`config.mk`:
```
export PLATFORM = sky130hd
export DESIGN_NAME = pix_ref_fifo
export DESIGN_NICKNAME = d
export VERILOG_FILES = /design/src/rtl/pix_ref_fifo.sv
export SDC_FILE = /design/constraint.sdc
export NUM_CORES = 1
export LEC_CHECK = 0
export BUFFER_PORTS_ARGS = -buffer_cell sky130_fd_sc_hd__buf_2
export CAP_MARGIN = 5
export CORE_AREA = 2 2 151 153
export CTS_CLUSTER_DIAMETER = 120
export DETAILED_ROUTE_END_ITERATION = 12
export DIE_AREA = 0 0 153 155
export PLACE_DENSITY = 0.71
export RECOVER_POWER = 25
export REMOVE_ABC_BUFFERS = 1
export SLEW_MARGIN = 20
export SYNTH_ARGS = -nofsm -noshare
export SYNTH_HDL_FRONTEND = slang
export SYNTH_SLANG_ARGS = --single-unit
```
`constraint.sdc`:
```
create_clock -name clk -period 5.5 [get_ports clk]
set_clock_uncertainty 0.15 [all_clocks]
set_input_delay 0.55 -clock clk [delete_from_list [all_inputs] [get_ports clk]]
set_output_delay 0.55 -clock clk [all_outputs]
set_load 0.005 [all_outputs]
```
`src/rtl/pix_ref_fifo.sv`:
```
// Reference FIFO for the pixel stream checker, first-word-fall-through.
// Ports:
//   clk, reset   rising-edge clock, synchronous active-high reset (empties the FIFO)
//   push, din    store din unless full (a same-cycle pop on a full FIFO frees the slot)
//   pop          discard the head entry; ignored when empty
//   dout         current head entry (valid whenever empty is low)
//   full, empty  occupancy flags
//   level        entries queued, 0..DEPTH
module pix_ref_fifo #(
    parameter int DEPTH = 16,
    parameter int W     = 18
) (
    input  logic                     clk,
    input  logic                     reset,
    input  logic                     push,
    input  logic                     pop,
    input  logic [W-1:0]             din,
    output logic [W-1:0]             dout,
    output logic                     full,
    output logic                     empty,
    output logic [$clog2(DEPTH):0]   level
);

    localparam int AW = $clog2(DEPTH);

    logic [W-1:0] mem_q [DEPTH];

    // Pointers carry one extra MSB so that equal low bits can mean empty or full.
    logic [AW:0] wr_ptr_q, wr_ptr_d;
    logic [AW:0] rd_ptr_q, rd_ptr_d;
    logic        push_ok, pop_ok;

    // NOTE: every signal written here gets a value before any condition, so no latch is inferred.
    always_comb begin
        level    = wr_ptr_q - rd_ptr_q;
        empty    = (wr_ptr_q == rd_ptr_q);
        full     = (level == (AW+1)'(DEPTH));
        pop_ok   = pop & ~empty;
        // A pop in the same cycle makes room, so a full FIFO still accepts the push.
        push_ok  = push & (~full | pop_ok);
        wr_ptr_d = push_ok ? wr_ptr_q + (AW+1)'(1) : wr_ptr_q;
        rd_ptr_d = pop_ok  ? rd_ptr_q + (AW+1)'(1) : rd_ptr_q;
        dout     = mem_q[rd_ptr_q[AW-1:0]];
    end

    // NOTE: state registers use non-blocking assignments so all flops see pre-edge values.
    always_ff @(posedge clk) begin
        if (reset) begin
            wr_ptr_q <= '0;
            rd_ptr_q <= '0;
        end else begin
            wr_ptr_q <= wr_ptr_d;
            rd_ptr_q <= rd_ptr_d;
        end
    end

    // NOTE: storage is deliberately not reset; the pointers alone define which entries are valid.
    // On a full push+pop the write lands on the slot being read, and dout still shows the old word.
    always_ff @(posedge clk) begin
        if (push_ok) begin
            mem_q[wr_ptr_q[AW-1:0]] <= din;
        end
    end

endmodule

```
Word level (Yosys, flattened, before mapping)
Memories as Yosys holds them, arrays and structs flattened. A register that Yosys moved wholly into a read port is not among the register bits.
Cells that the tools add are included.
{"block": "word_totals", "mem_bits_rw": 288, "regBits": 10, "mem_count": 1, "inputBits": 22}
{"memory": "mem_q", "depth": 16, "word_bits": 18, "rd": 1, "rd_ports_with_merged_regs": 1, "wr": 1, "line_no": "26", "text": "logic [W-1:0] mem_q [DEPTH];"}
{"block": "classes", "add_sub_neg": 3, "n_mux": 4, "n_bitwise": 5, "eq_ne": 2}
{"operator": "$add 5x1->5 const B", "count": 2}
{"operator": "$mux 4", "count": 2}
{"operator": "$eq 5x5->1", "count": 1}
{"operator": "$eq 5x5->1 const B", "count": 1}
{"operator": "$sub 5x5->5", "count": 1}
{"operator": "$and 1x1->1", "count": 2}
{"operator": "$mux 1", "count": 2}
{"operator": "$not 1->1", "count": 2}
{"operator": "$or 1x1->1", "count": 1}

Longest topological paths before layout
Gate-level depths: netlist (run 1).
{"block": "logic_depth", "word_depth": 7, "mapped_depth": 10}

Worst setup path before layout (run 1)
OpenSTA, ideal clock, no wires.
{"block": "synth_path", "kind": "register -> register", "startpoint": "register wr_ptr_q[0]", "endpoint": "memory mem_q[0][0], enable pin", "path_stages_with_launch": 10, "setup_time_ns": 0.416, "n_path_buf": 0, "slack_ns": 1.921, "arrival_ns": 3.013, "path_cell_list": "dfxtp_1 > inv_1 > ha_1 > inv_1 > fa_1 > xor2_1 > nor3_1 > o2111ai_1 > o211ai_1 > nor3_1"}
{"block": "synth_via", "elab_chain_len": 7}
{"item": "from (decl)", "line_no": "29", "text": "logic [AW:0] wr_ptr_q, wr_ptr_d;"}
{"item": "from (signal assigned)", "line_no": "52", "text": "wr_ptr_q <= wr_ptr_d;"}
{"item": "$sub 5x5->5", "line_no": "35", "text": "level = wr_ptr_q - rd_ptr_q;"}
{"item": "via level[2]", "line_no": "21", "text": "output logic [$clog2(DEPTH):0] level"}
{"item": "$eq 5x5->1", "line_no": "37", "text": "full = (level == (AW+1)'(DEPTH));"}
{"item": "$not 1->1", "line_no": "40", "text": "push_ok = push & (~full | pop_ok);"}
{"item": "$or 1x1->1", "line_no": "40"}
{"item": "$and 1x1->1", "line_no": "40"}
{"item": "$mux 1", "line_no": "60", "text": "if (push_ok) begin"}
{"item": "$mux 1 (implied by the code)", "line_no": "61", "text": "mem_q[wr_ptr_q[AW-1:0]] <= din;"}
{"item": "to (decl)", "line_no": "26"}
The timed path passes the listed nets, and every way through them passes these cells.

Worst setup path after layout (run 1)
{"block": "layout_path", "startpoint": "register wr_ptr_q[2]", "endpoint": "memory mem_q[14][4], enable pin"}
{"block": "layout_via", "elab_chain_len": 7}
{"item": "$sub 5x5->5 / $eq 5x5->1 (equally long branches)", "line_no": "35, 36"}
{"item": "$eq 5x5->1 / $not 1->1 (equally long branches)", "line_no": "37, 38"}
{"item": "$not 1->1 / $and 1x1->1 (equally long branches)", "line_no": "40, 38"}
{"item": "$or 1x1->1", "line_no": "40"}
{"item": "$and 1x1->1", "line_no": "40"}
{"item": "$mux 1", "line_no": "60"}
{"item": "$mux 1 (implied by the code)", "line_no": "61"}
Several ways; a longest one is shown, not always the timed one.

==> results of run 1 <==
-- layout by cell type, fill, tap and decap left out, drive strengths merged, types with 2 or more instances in the layout --
cell / synthesis / routed
mux4: 90 / 90
nand2: 13 / 13
clkinv: 1 / 9
nand4: 3 / 3
inv: 9 / 13
nor4: 2 / 2
nand2b: 2 / 2
and2: 2 / 2
xor2: 3 / 3
edfxtp: 288 / 288
clkbuf: 12 / 52
o211ai: 3 / 3
xnor2: 3 / 3
nor2: 21 / 21
buf: 15 / 42
ha: 9 / 9
o311ai: 5 / 5
nand3: 3 / 3
a21oi: 6 / 6
nor3: 8 / 8
dfxtp: 14 / 14
-- cell families after synthesis --
logic type	share of synthesized area, %
compound gates	1.430
simple gates	2.214
xor+xnor	0.4450
mux	17.45
flops	75.60
fa+ha+maj	1.123
buf+inv	1.737
-- routing by layer --
layer  track usage (%)  wire, µm  vias to the layer above
met2             33.82     11800                      197
met5                 0         0                        -
met1             29.07      9778                     2937
met3             3.343      1493                       36
li1                  -         -                     2333
met4             5.071       456                        0
-- cells in the mapped netlist, drive strengths merged, types with 2 or more instances --
cell type,instances
a21oi,6
and2,2
buf,15
clkbuf,12
dfxtp,14
edfxtp,288
ha,9
inv,9
mux4,90
nand2,13
nand2b,2
nand3,3
nand4,3
nor2,21
nor3,8
nor4,2
o211ai,3
o311ai,5
xnor2,3
xor2,3
-- cell type report --
cell class	count	share of cell area, %
clock buffers	39	6.411
multi-input cells	186	20.69
well taps	285	2.675
clock inverters	14	0.7791
repair buffers	55	2.112
inverters	10	0.2816
flip-flops and latches	302	67.05
-- through the flow --
| stage | hold slack (ps) | instance area, µm² | power (µW) | util, % | worst slack, ps |
|---|---|---|---|---|---|
| after floorplan | 348.1 | 11640 | 3411 | - | 694.1 |
| after global placement | 376.6 | 12350 | 3759 | 55.57 | 1397 |
| after detailed placement | 376.1 | 12360 | 3791 | 55.59 | 1171 |
| after CTS | 177.8 | 13320 | 5726 | 59.90 | 1147 |
| after global routing | 188.8 | 13330 | 5905 | 59.97 | 1254 |
| final | 196.1 | 13330 | 5688 | 59.97 | 1495 |
-- path summary, 6_finish.rpt --
kind / from / to / slack [ps] / cells after the start
worst max-delay path: wr_ptr_q[2]$_SDFFE_PP0P_ / mem_q[14][4]$_DFFE_PP_ / 1500 / 6
worst min-delay path: reset / flip-flop / 200 / 2
worst max register to register: wr_ptr_q[2]$_SDFFE_PP0P_ / mem_q[14][4]$_DFFE_PP_ / 1500 / 6
worst min register to register: rd_ptr_q[4]$_SDFFE_PP0N_ / rd_ptr_q[4]$_SDFFE_PP0N_ / 400 / 2
-- state kept, by name (all words and copies together) (netlist names), named ones only --
name	flops
mem_q	288
rd_ptr_q	5
wr_ptr_q	5
-- power breakdown --
part	internal, µW	switching, µW
Sequential	2650	120
Combinational	476	484
Clock	1140	815
Total	4270	1420
-- worst max-delay path: stages, from the launching register on --
cell	delay [ps]
sky130_fd_sc_hd__dfxtp_1	680
sky130_fd_sc_hd__ha_1	400
sky130_fd_sc_hd__a21oi_1	220
sky130_fd_sc_hd__a21boi_0	170
sky130_fd_sc_hd__o2111ai_2	600
sky130_fd_sc_hd__o211ai_1	420
sky130_fd_sc_hd__nor2_2	960
==> results by stage, run 1 <==
Routing:
- The length of the first detailed-routing pass in iterations is 5.
- In the final routed layout, each cell accounts on average for 26.41 µm.
- The routed via count is 5503.
- For this run, design rule violations remaining after detail routing come to 0.
- The detailed-route vias per instance is 6.176.
- In this run the remaining antenna-violating nets after routing total 0.
- For this block, the routed nets add up to 23530 µm of wire.
- The number of DRC violations after detailed-routing iteration 0 is 467.

Clock tree:
- The clock network latency to the later pin of the worst-skew pair is 540 ps.
- CTS built an H-tree with a depth of 1.
- After clock tree synthesis, the repair step resized 0 gates.
- CTS saw 302 sinks.
- The register clock-pin slew on the reported worst setup and hold paths is 60 ps.
- The clock passes through at most 3 buffers.
- The number of buffers inserted for hold repair after clock tree synthesis is 0.
- The number of setup buffers added after CTS is 0.
- TritonCTS built the clock tree.
- The number of buffers created by CTS is 29.
- CTS placed an instance of sky130_fd_sc_hd__clkbuf_16 at the clock tree root.

Synthesis:
- The async set-or-reset flop fraction in the synthesized netlist is 0%.
- Sorting the synthesized cells by area gives the leading types as sky130_fd_sc_hd__edfxtp_1, sky130_fd_sc_hd__mux4_2, sky130_fd_sc_hd__dfxtp_1.
- The count of flip-flops with a built-in enable after synthesis is 288.
- sky130_fd_sc_hd__edfxtp_1 takes more of the synthesized area than any other cell.
- Summed over its instances, the top area cell type makes up 73.23% of the synthesized netlist area.
- The synthesized instance count is 525.
- The count of different cell masters after synthesis is 41.
- The dominant synthesized flop cell is sky130_fd_sc_hd__edfxtp_1.
- The number of warnings issued by yosys is 0.
- The mean cell area of the mapped netlist is 22.50 µm².
- The synthesized netlist occupies a cell area of 11810 µm².
- After synthesis the netlist holds a flip-flop and latch count of 302.
- The fraction of the yosys area taken by sequential cells is 75.60%.

Floorplan:
- The starting density of the core is 53.13%.
- The total area inside the core boundary comes to 22230 µm².
- In this run the core area contains 55 standard-cell rows.
- The die outline height is 155 µm.
- The die extent in x is 153 µm.
- In this run the count of I/O pins placed on the die edge is 47.
- The die area is 23720 µm².

Timing:
- The number of endpoints failing setup at the final stage is 0.
- For the pin with the worst max-slew slack, the measured transition is 1136 ps.
- Headroom to the max-slew limit came out at 24.18%.
- The final count of pins violating max slew is 0.
- The hold violation count in the final report is 0.
- Setup repair after global routing left no endpoint under its margin.
- For the final routed database, the setup TNS stands at 0 ps.
- The share of the clock period used by the worst path after layout is 72.81%.
- The smallest clock period supported by the final layout is computed as 4005 ps.
- The highest clock rate is 249.7 MHz.

Hold path:
- The worst hold path class is in2reg.

Place:
- The number of placed cells counting well taps is 838.
- The final weighted congestion in routability-driven placement is 0.8607.
- The HPWL after detailed placement is 14700 µm.
- The count of input and output buffers is 46.

Final layout:
- The layout has 1539 filler cells.
- The share of final-layout standard cells stronger than drive strength 1 is 31.68%.
- The area taken by multi-input logic gates is 2758 µm².
- The layout-stage area growth over the synthesis result is 12.86%.
- The antenna diode count is 0.
- In the final layout, flip-flops and latches occupy 8937 µm².
- After the last flow step, the layout net total stands at 616.
- Leaving out filler cells and counting taps, the final layout contains 891.

Worst setup path:
- The signal arrival time at the worst endpoint is 4000 ps.
- Data on the critical path is required at its endpoint by 5500 ps.
- The class of the most critical setup path is reg2reg.
- Of all nets on the critical path, the largest fanout is 18.
- The endpoint type of the worst setup path is a flip-flop.
- STA classifies the critical path startpoint as a flip-flop.

GRT:
- The initial antenna violation count came to 1.
- For this run the aggregate overflow at the end of global routing stands at 0.
- The pin count of the biggest net entering global routing is 44.
- The first global-routing pass estimated 35910 µm of wire.
- The global-route total usage across every layer is 20.41%.
- The via count of the first global-routing pass is 5748.

Status:
- The run finished with clean final reports.

Pwr:
- The maximum vdd drop is 0.2883 mV.
- In this run the power density over the cells is 426.7 nW/µm².
- In this run the static leakage power is 0.004178 µW.

Run:
- The number of max-cap violations is 0.
No activity file was read; power rests on OpenSTA's default activity.
==> run 2, diff against run 1 <==
- PLACE_DENSITY: 0.71 -> 0.73
- clock period: 5.5 -> 3.6 ns (I/O delays scaled with it)
==> run 2 against run 1 <==
Compared with the run above:
- the run now ends with negative setup slack left
- largest cell class unchanged
- via count about the same
- critical path type unchanged
- cell area increased by 1.5%
- flip-flop and latch count unchanged
- sequential share of layout area decreased by 1.0 points
==> results by stage, run 2 (same netlist as run 1, synthesis figures left out) <==
Status:
- Run status: finished, violations left (was complete, no violations).
- The final reports fail on negative setup slack.

Clock tree:
- The number of buffers created by CTS came to 29 (unchanged).
- The register clock-pin slew on the reported worst setup and hold paths is 60 ps (about the same).
- The clock network latency to the later pin of the worst-skew pair is 550 ps (was 540 ps).
- The number of H-tree branching levels is 1 (unchanged).
- The number of buffers between clock root and the deepest sink is 3 (unchanged).
- The total number of clock tree sinks was 302 (unchanged).
- The root cell of the clock tree is sky130_fd_sc_hd__clkbuf_16 (unchanged).
- The CTS tree is done (unchanged).

Final layout:
- The total area of sequential cells is 8934 µm² (was 8937 µm²).
- The number of flip-flops in the largest register is 288 (unchanged).
- The antenna diode count is 0 (unchanged).
- The most frequent standard cell in the layout excluding fill and tap cells is sky130_fd_sc_hd__edfxtp_1 (unchanged).
- The share of final-layout standard cells stronger than drive strength 1 came to 32.31% (was 31.68%).
- The final cell count without fillers is 901 (was 891).
- The layout-stage area growth over the synthesis result is 14.56% (was 12.86%).
- Top library cells by usage in the layout, fill and taps aside: sky130_fd_sc_hd__edfxtp_1, sky130_fd_sc_hd__mux4_2, sky130_fd_sc_hd__buf_2 (unchanged).
- The final core area utilization is 60.87% (was 59.97%).
- The final layout net count is 626 (was 616).
- The cell area after layout is 13530 µm² (was 13330 µm²).
- The fill cell total of the finished layout is 1497 (was 1539).
- The area taken by multi-input logic gates is 2756 µm² (was 2758 µm²).

Place:
- The post-placement cell area was 12440 µm² (was 12360 µm²).
- The detailed placement HPWL is 14980 µm (was 14700 µm).
- The final weighted congestion in routability-driven placement came to 0.8406 (was 0.8607).
- The number of placed cells counting well taps is 846 (was 838).
- The count of input and output buffers is 46 (unchanged).
- The placement-stage worst setup slack is -17.96 ps (was 1171 ps).

GRT:
- The wire length of the first global-routing pass came to 36380 µm (was 35910 µm).
- The via count of the first global-routing pass was 5735 (was 5748).
- The total congestion overflow is 0 (unchanged).
- The pin count of the biggest net entering global routing is 26 (was 44).
- The global-route total usage across every layer was 20.62% (was 20.41%).
- The initial antenna violation count was 0 (was 1).

Floorplan:
- The total number of placement rows came to 55 (unchanged).
- The die area was 23720 µm² (unchanged).
- The number of top-level pins is 47 (unchanged).
- The die outline height came to 155 µm (unchanged).
- The die extent in x is 153 µm (unchanged).
- The standard cell core area came to 22230 µm² (unchanged).
- The starting density of the core is 53.13% (unchanged).

Routing:
- The routed via count is 5508 (was 5503).
- The routed wire length was 23560 µm (was 23530 µm).
- The residual antenna-violating net count after detailed routing was 0 (unchanged).
- The detailed-route vias per instance is 6.113 (was 6.176).
- The number of DRC violations after detailed-routing iteration 0 is 577 (was 467).
- The per-cell routed wire length is 26.15 µm (was 26.41 µm).
- The length of the first detailed-routing pass in iterations was 5 (unchanged).
- The residual DRC count is 0 (unchanged).

Hold path:
- The worst hold path class was in2reg (unchanged).

Timing:
- The shortest period the worst path allows was 3602 ps (was 4005 ps).
- The headroom to the max-slew limit was 29.29% (was 24.18%).
- The setup slack of the critical path after layout was -1.861 ps (was 1495 ps).
- The accumulated negative setup slack is -4.381 ps (was 0 ps).
- The slew at the pin closest to its max-slew limit came to 1060 ps (was 1136 ps).
- The hold violation count in the final report was 0 (unchanged).
- Setup repair after global routing missed its margin: true (was false).
- The highest clock rate is 277.6 MHz (was 249.7 MHz).
- The final count of pins violating max slew is 0 (unchanged).
- The share of the clock period used by the worst path after layout is 100.1% (was 72.81%).
- The number of endpoints failing setup at the final stage came to 4 (was 0).

Worst setup path:
- The worst reg2reg path startpoint is wr_ptr_q[0]$_SDFFE_PP0P_ (was wr_ptr_q[2]$_SDFFE_PP0P_).
- The destination of the worst register-to-register timing path is mem_q[6][4]$_DFFE_PP_ (was mem_q[14][4]$_DFFE_PP_).
- The launching element of the worst setup path is wr_ptr_q[0]$_SDFFE_PP0P_ (was wr_ptr_q[2]$_SDFFE_PP0P_).
- The depth of the worst register-to-register path was 10 (was 6).
- The slack of the worst reg-to-reg path came to -2 ps (was 1500 ps).
- The biggest fanout along the worst timing path was 18 (unchanged).
- The capturing instance or port of the critical path was mem_q[6][4]$_DFFE_PP_ (was mem_q[14][4]$_DFFE_PP_).
- The endpoint type of the worst setup path is a flip-flop (unchanged).
- The class of the most critical setup path is reg2reg (unchanged).
- The signal arrival time at the worst endpoint is 3600 ps (was 4000 ps).
- The required time of the critical path came to 3600 ps (was 5500 ps).
- The critical path startpoint category is a flip-flop (unchanged).

Pwr:
- The logic gate share of total power is 17.8% (was 16.9%).
- The total leakage power came to 0.004268 µW (was 0.004178 µW).
- The switching component of the power was 2207 µW (was 1420 µW).
- The maximum vdd drop is 0.4394 mV (was 0.2883 mV).
- The switching share of power is 24.28% (was 24.96%).
- The part of the power in the clock network was 36.3% (was 34.4%).
- The sequential cell fraction of total power is 45.9% (was 48.7%).
- The internal power consumption is 6881 µW (was 4268 µW).
- The power density normalized to cell area is 671.8 nW/µm² (was 426.7 nW/µm²).

Run:
- The number of max-cap violations was 0 (unchanged).
## run 2: routing by layer
layer / GRT usage [%] / vias to the layer above / wire [µm]
li1: - / 2357 / -
met1: 29.78 / 2901 / 9883
met2: 33.59 / 215 / 11570
met3: 4.067 / 35 / 1748
met4: 4.321 / 0 / 353
met5: 0 / - / 0
## run 2: worst min-delay path by stage
stage	start	end	slack, ps	depth (start not counted)
after floorplan	reset	flip-flop	280	1
after global placement	rd_ptr_q[4]$_SDFFE_PP0N_	rd_ptr_q[4]$_SDFFE_PP0N_	370	2
after detailed placement	rd_ptr_q[4]$_SDFFE_PP0N_	rd_ptr_q[4]$_SDFFE_PP0N_	380	2
after CTS	din[1]	mem_q[1][1]$_DFFE_PP_	30	1
after global routing	din[15]	mem_q[3][15]$_DFFE_PP_	70	1
final	din[6]	mem_q[1][6]$_DFFE_PP_	80	1
## run 2: per-stage QoR
step | hold WS [ps] | total power, µW
floorplan | 282.4 | 5211
global placement | 370.4 | 5787
detailed placement | 383.2 | 5845
CTS | 32.71 | 9136
global route | 68.97 | 9422
finish | 76.53 | 9089
## run 2: cell type report
class	count	share of cell area (%)
Clock buffer	34	5.503
Sequential cell	302	66.03
Tap cell	285	2.636
Timing Repair Buffer	65	2.876
Clock inverter	19	2.303
Multi-Input combinational cell	186	20.37
Inverter	10	0.2774
## run 2: power groups by stage
stage	Clock, µW	Combinational, µW	Sequential, µW
floorplan	0	908	4300
global placement	0	1550	4230
detailed placement	0	1600	4250
CTS	3340	1610	4180
global route	3490	1740	4190
finish	3300	1620	4170
## run 2: critical path, cell delays in order (launching register included)
cell and delay, ps:
sky130_fd_sc_hd__dfxtp_1 360, sky130_fd_sc_hd__inv_1 160, sky130_fd_sc_hd__ha_1 200, sky130_fd_sc_hd__inv_1 60, sky130_fd_sc_hd__fa_1 410, sky130_fd_sc_hd__xor2_1 230, sky130_fd_sc_hd__nor3_1 80, sky130_fd_sc_hd__o2111ai_1 130
sky130_fd_sc_hd__buf_4 240, sky130_fd_sc_hd__o211ai_1 280, sky130_fd_sc_hd__nor2_2 910
## run 2: repair_timing
action / in CTS / in global routing
setup buffers: 0 / 1
hold endpoints to repair: 3 / 0
resized for setup: 1 / 5
hold buffers: 1 / 0
endpoints found under the setup margin: 8 / 198
pin swaps: 0 / 1
==> run 3, diff against run 2 <==
- ABC_AREA: unset -> 1
- CORE_AREA: 2 2 151 153 -> 2 2 155 157
- DIE_AREA: 0 0 153 155 -> 0 0 157 159
- SKIP_CTS_REPAIR_TIMING: unset -> 1
==> run 3 against run 2 <==
Compared with the run above:
- the run now ends clean
- setup slack gained 330 ps
- die area rose by 5.3%
- cell area rose by 3.4%
- synthesized cell count rose by 70%
- total power shrank 4.6%
- combinational power decreased by 9.9%
- critical endpoint is now mem_q[2][3]$_DFFE_PP_
- largest cell class unchanged
==> results by stage, run 3 <==
Status:
- Run status: complete, no violations (was finished, violations left).

Clock tree:
- The CTS tree is done (unchanged).
- The clock network latency to the later pin of the worst-skew pair is 550 ps (about the same).
- The number of buffers between clock root and the deepest sink is 3 (unchanged).
- The number of buffers created by CTS is 30 (was 29).
- The register clock-pin slew on the reported worst setup and hold paths is 60 ps (about the same).
- The root cell of the clock tree is sky130_fd_sc_hd__clkbuf_16 (unchanged).
- The total number of clock tree sinks is 302 (unchanged).
- The number of H-tree branching levels is 1 (unchanged).

Synthesis:
- The count of flip-flops with a built-in enable after synthesis was 288 (unchanged).
- The number of warnings issued by yosys is 0 (unchanged).
- The simple-gate share of the synthesized area is 4.594% (was 2.214%).
- The largest family of logic cells by synthesized area is compound AO/OA/AOI/OAI gates (was multiplexers).
- The synthesized instance count was 894 (was 525).
- The xor/xnor cell area share of the yosys netlist is 0.1411% (was 0.4450%).
- The post-synthesis register bit count came to 302 (unchanged).
- Most used standard cells in the synthesized netlist: sky130_fd_sc_hd__edfxtp_1, sky130_fd_sc_hd__inv_1, sky130_fd_sc_hd__a21oi_1, sky130_fd_sc_hd__o21ai_0 (was sky130_fd_sc_hd__edfxtp_1, sky130_fd_sc_hd__mux4_2, sky130_fd_sc_hd__nor2_1, sky130_fd_sc_hd__dfxtp_1, sky130_fd_sc_hd__nand2_1).
- The area share of the largest cell type after synthesis is 69.64% (was 73.23%).
- Dominant cells by area after synthesis: sky130_fd_sc_hd__edfxtp_1, sky130_fd_sc_hd__mux2i_1, sky130_fd_sc_hd__o211ai_1 (was sky130_fd_sc_hd__edfxtp_1, sky130_fd_sc_hd__mux4_2, sky130_fd_sc_hd__dfxtp_1).
- The proportion of synthesized area in mux cells is 5.804% (was 17.45%).
- The dominant synthesized flop cell is sky130_fd_sc_hd__edfxtp_1 (unchanged).
- The adder and majority cell fraction of the synthesized area came to 1.068% (was 1.123%).
- The cell taking the most area after synthesis is sky130_fd_sc_hd__edfxtp_1 (unchanged).
- The async set-or-reset flop fraction in the synthesized netlist is 0% (unchanged).
- The complex-gate fraction of the synthesized area is 11.37% (was 1.430%).
- The count of different cell masters after synthesis was 30 (was 41).
- The most frequent cell after synthesis is sky130_fd_sc_hd__edfxtp_1 (unchanged).
- The cell area after synthesis is 12420 µm² (was 11810 µm²).
- The mean cell area of the mapped netlist is 13.89 µm² (was 22.50 µm²).
- The fraction of the yosys area taken by sequential cells came to 71.90% (was 75.60%).

Timing:
- The final count of pins violating max slew is 0 (unchanged).
- The share of the clock period used by the worst path after layout came to 90.87% (was 100.1%).
- The hold violation count in the final report was 0 (unchanged).
- The shortest period the worst path allows is 3271 ps (was 3602 ps).
- The highest clock rate was 305.7 MHz (was 277.6 MHz).
- Setup repair after global routing missed its margin: false (was true).
- The number of endpoints failing setup at the final stage is 0 (was 4).
- The headroom to the max-slew limit was 27.28% (was 29.29%).
- The slew at the pin closest to its max-slew limit is 1090 ps (was 1060 ps).

Final layout:
- The fill cell total of the finished layout came to 1742 (was 1497).
- The final core area utilization is 60.35% (was 60.87%).
- The final layout net count is 971 (was 626).
- The antenna diode count is 0 (unchanged).
- The final cell count without fillers came to 1282 (was 901).
- The cell area after layout is 14000 µm² (was 13530 µm²).
- The share of final-layout standard cells stronger than drive strength 1 is 13.19% (was 32.31%).
- The most frequent standard cell in the layout excluding fill and tap cells was sky130_fd_sc_hd__edfxtp_1 (unchanged).
- The number of flip-flops in the largest register is 288 (unchanged).
- Top library cells by usage in the layout, fill and taps aside: sky130_fd_sc_hd__edfxtp_1, sky130_fd_sc_hd__inv_1, sky130_fd_sc_hd__a21oi_1 (was sky130_fd_sc_hd__edfxtp_1, sky130_fd_sc_hd__mux4_2, sky130_fd_sc_hd__buf_2).
- The layout-stage area growth over the synthesis result is 12.71% (was 14.56%).

Pwr:
- The maximum vdd drop came to 0.3498 mV (was 0.4394 mV).
- The internal power consumption was 6419 µW (was 6881 µW).
- The total leakage power is 0.004819 µW (was 0.004268 µW).
- The sequential cell fraction of total power is 45.8% (was 45.9%).
- The switching component of the power was 2253 µW (was 2207 µW).
- The switching share of power is 25.98% (was 24.28%).
- The power density normalized to cell area came to 619.6 nW/µm² (was 671.8 nW/µm²).
- The overall power is 8672 µW (was 9089 µW).
- The part of the power in the clock network is 37.4% (was 36.3%).
- The logic gate share of total power is 16.8% (was 17.8%).

GRT:
- The met1 routing resource usage after global routing came to 31.98% (was 29.78%).
- The via count of the first global-routing pass is 7033 (was 5735).
- The met3 track utilization from global routing is 3.729% (was 4.067%).
- The met2 capacity usage during global routing is 33.31% (was 33.59%).
- The total congestion overflow came to 0 (unchanged).
- The pin count of the biggest net entering global routing is 91 (was 26).
- The wire length of the first global-routing pass was 40710 µm (was 36380 µm).
- The global-route total usage across every layer came to 21.64% (was 20.62%).
- The layer carrying the most global-route usage is met2 (unchanged).
- The initial antenna violation count is 0 (unchanged).

Floorplan:
- The total number of placement rows is 56 (was 55).
- The standard cell core area came to 23190 µm² (was 22230 µm²).
- The number of top-level pins came to 47 (unchanged).
- The die extent in x is 157 µm (was 153 µm).
- The die area is 24960 µm² (was 23720 µm²).
- The starting density of the core was 53.54% (was 53.13%).
- The die outline height is 159 µm (was 155 µm).

Routing:
- The residual DRC count was 0 (unchanged).
- The routed via count is 7240 (was 5508).
- The residual antenna-violating net count after detailed routing is 0 (unchanged).
- The length of the first detailed-routing pass in iterations is 5 (unchanged).
- The detailed-route vias per instance is 5.647 (was 6.113).
- The routed wire length is 26800 µm (was 23560 µm).
- The per-cell routed wire length was 20.91 µm (was 26.15 µm).
- The number of DRC violations after detailed-routing iteration 0 is 847 (was 577).

Worst setup path:
- The endpoint type of the worst setup path is a flip-flop (unchanged).
- The biggest fanout along the worst timing path is 18 (unchanged).
- The class of the most critical setup path was reg2reg (unchanged).
- The signal arrival time at the worst endpoint is 3290 ps (was 3600 ps).
- The critical path startpoint category is a flip-flop (unchanged).
- The required time of the critical path came to 3620 ps (was 3600 ps).

Place:
- The count of input and output buffers was 46 (unchanged).
- The post-placement cell area was 12950 µm² (was 12440 µm²).
- The final weighted congestion in routability-driven placement is 0.8195 (was 0.8406).
- The detailed placement HPWL came to 16430 µm (was 14980 µm).
- The number of placed cells counting well taps came to 1225 (was 846).

Hold path:
- The worst hold path class is in2reg (unchanged).

Run:
- The number of max-cap violations is 0 (unchanged).
run 3: cell count changes after synthesis, sizes merged, moves of 12 or more:
| cell | change |
|---|---|
| inv | +83 |
| buf | +12 |
| o21ai | +94 |
| a21oi | +74 |
| nand3 | +24 |
| mux2i | +72 |
| o211ai | +69 |
| mux4 | -90 |
| nand2 | +43 |
run 3: worst paths after layout:
check,cells past startpoint,start,endpoint,slack (ps)
worst min register to register,2,rd_ptr_q[0]$_SDFFE_PP0N_,rd_ptr_q[0]$_SDFFE_PP0N_,390
worst max register to register,13,wr_ptr_q[0]$_SDFFE_PP0P_,mem_q[2][3]$_DFFE_PP_,330
worst max-delay path,13,wr_ptr_q[0]$_SDFFE_PP0P_,mem_q[2][3]$_DFFE_PP_,330
worst min-delay path,3,pop,rd_ptr_q[0]$_SDFFE_PP0N_,20
run 3: stage by stage:
stage / setup TNS (ps) / worst slack, ps / hold slack (ps)
after floorplan: -42070 / -2351 / 281.5
after global placement: 0 / 422.8 / 370.1
final: 0 / 328.6 / 22.90
after global routing: 0 / 99.43 / 35.12
after detailed placement: 0 / 348.4 / 381.2
after CTS: 0 / 285.1 / -138.8
run 3: cell families after synthesis:
group           after synthesis
fa+ha+maj                    10
xor+xnor                      2
compound gates              246
mux                          72
buf+inv                     142
flops                       302
simple gates                120
run 3: final cells by class:
type / count / area [µm²] / share of cell area, %
flip-flops and latches: 302 / 8935 / 63.84
repair buffers: 62 / 364.1 / 2.601
inverters: 93 / 351.6 / 2.512
well taps: 319 / 399.1 / 2.852
clock buffers: 41 / 832.0 / 5.945
clock inverters: 15 / 216.5 / 1.547
multi-input cells: 450 / 2898 / 20.70
run 3: routing by layer:
layer  up-vias  part of all wire (%)
met5         -                     0
met4         0                   2.1
met3        42                   7.6
met2       274                    47
met1      3530                    44
li1       3394                     -
run 3: power groups by stage:
stage               registers, µW  clock network (µW)  logic, µW
global route                 3980                3420       1610
finish                       3970                3240       1460
detailed placement           4050                   0       1450
global placement             4040                   0       1430
CTS                          3970                3270       1460
floorplan                    4190                   0        827
run 3: critical path, stage by stage, from the launching register on:
cell and delay (ps):
sky130_fd_sc_hd__dfxtp_1 350, sky130_fd_sc_hd__inv_1 150, sky130_fd_sc_hd__ha_1 170, sky130_fd_sc_hd__inv_1 60, sky130_fd_sc_hd__fa_1 410, sky130_fd_sc_hd__nand2_1 80
sky130_fd_sc_hd__nand2_1 70, sky130_fd_sc_hd__nand3_1 100, sky130_fd_sc_hd__nand2_2 90, sky130_fd_sc_hd__nand4_4 160, sky130_fd_sc_hd__nand2_4 80, sky130_fd_sc_hd__inv_4 100
sky130_fd_sc_hd__nand2_4 90, sky130_fd_sc_hd__nor2_2 820
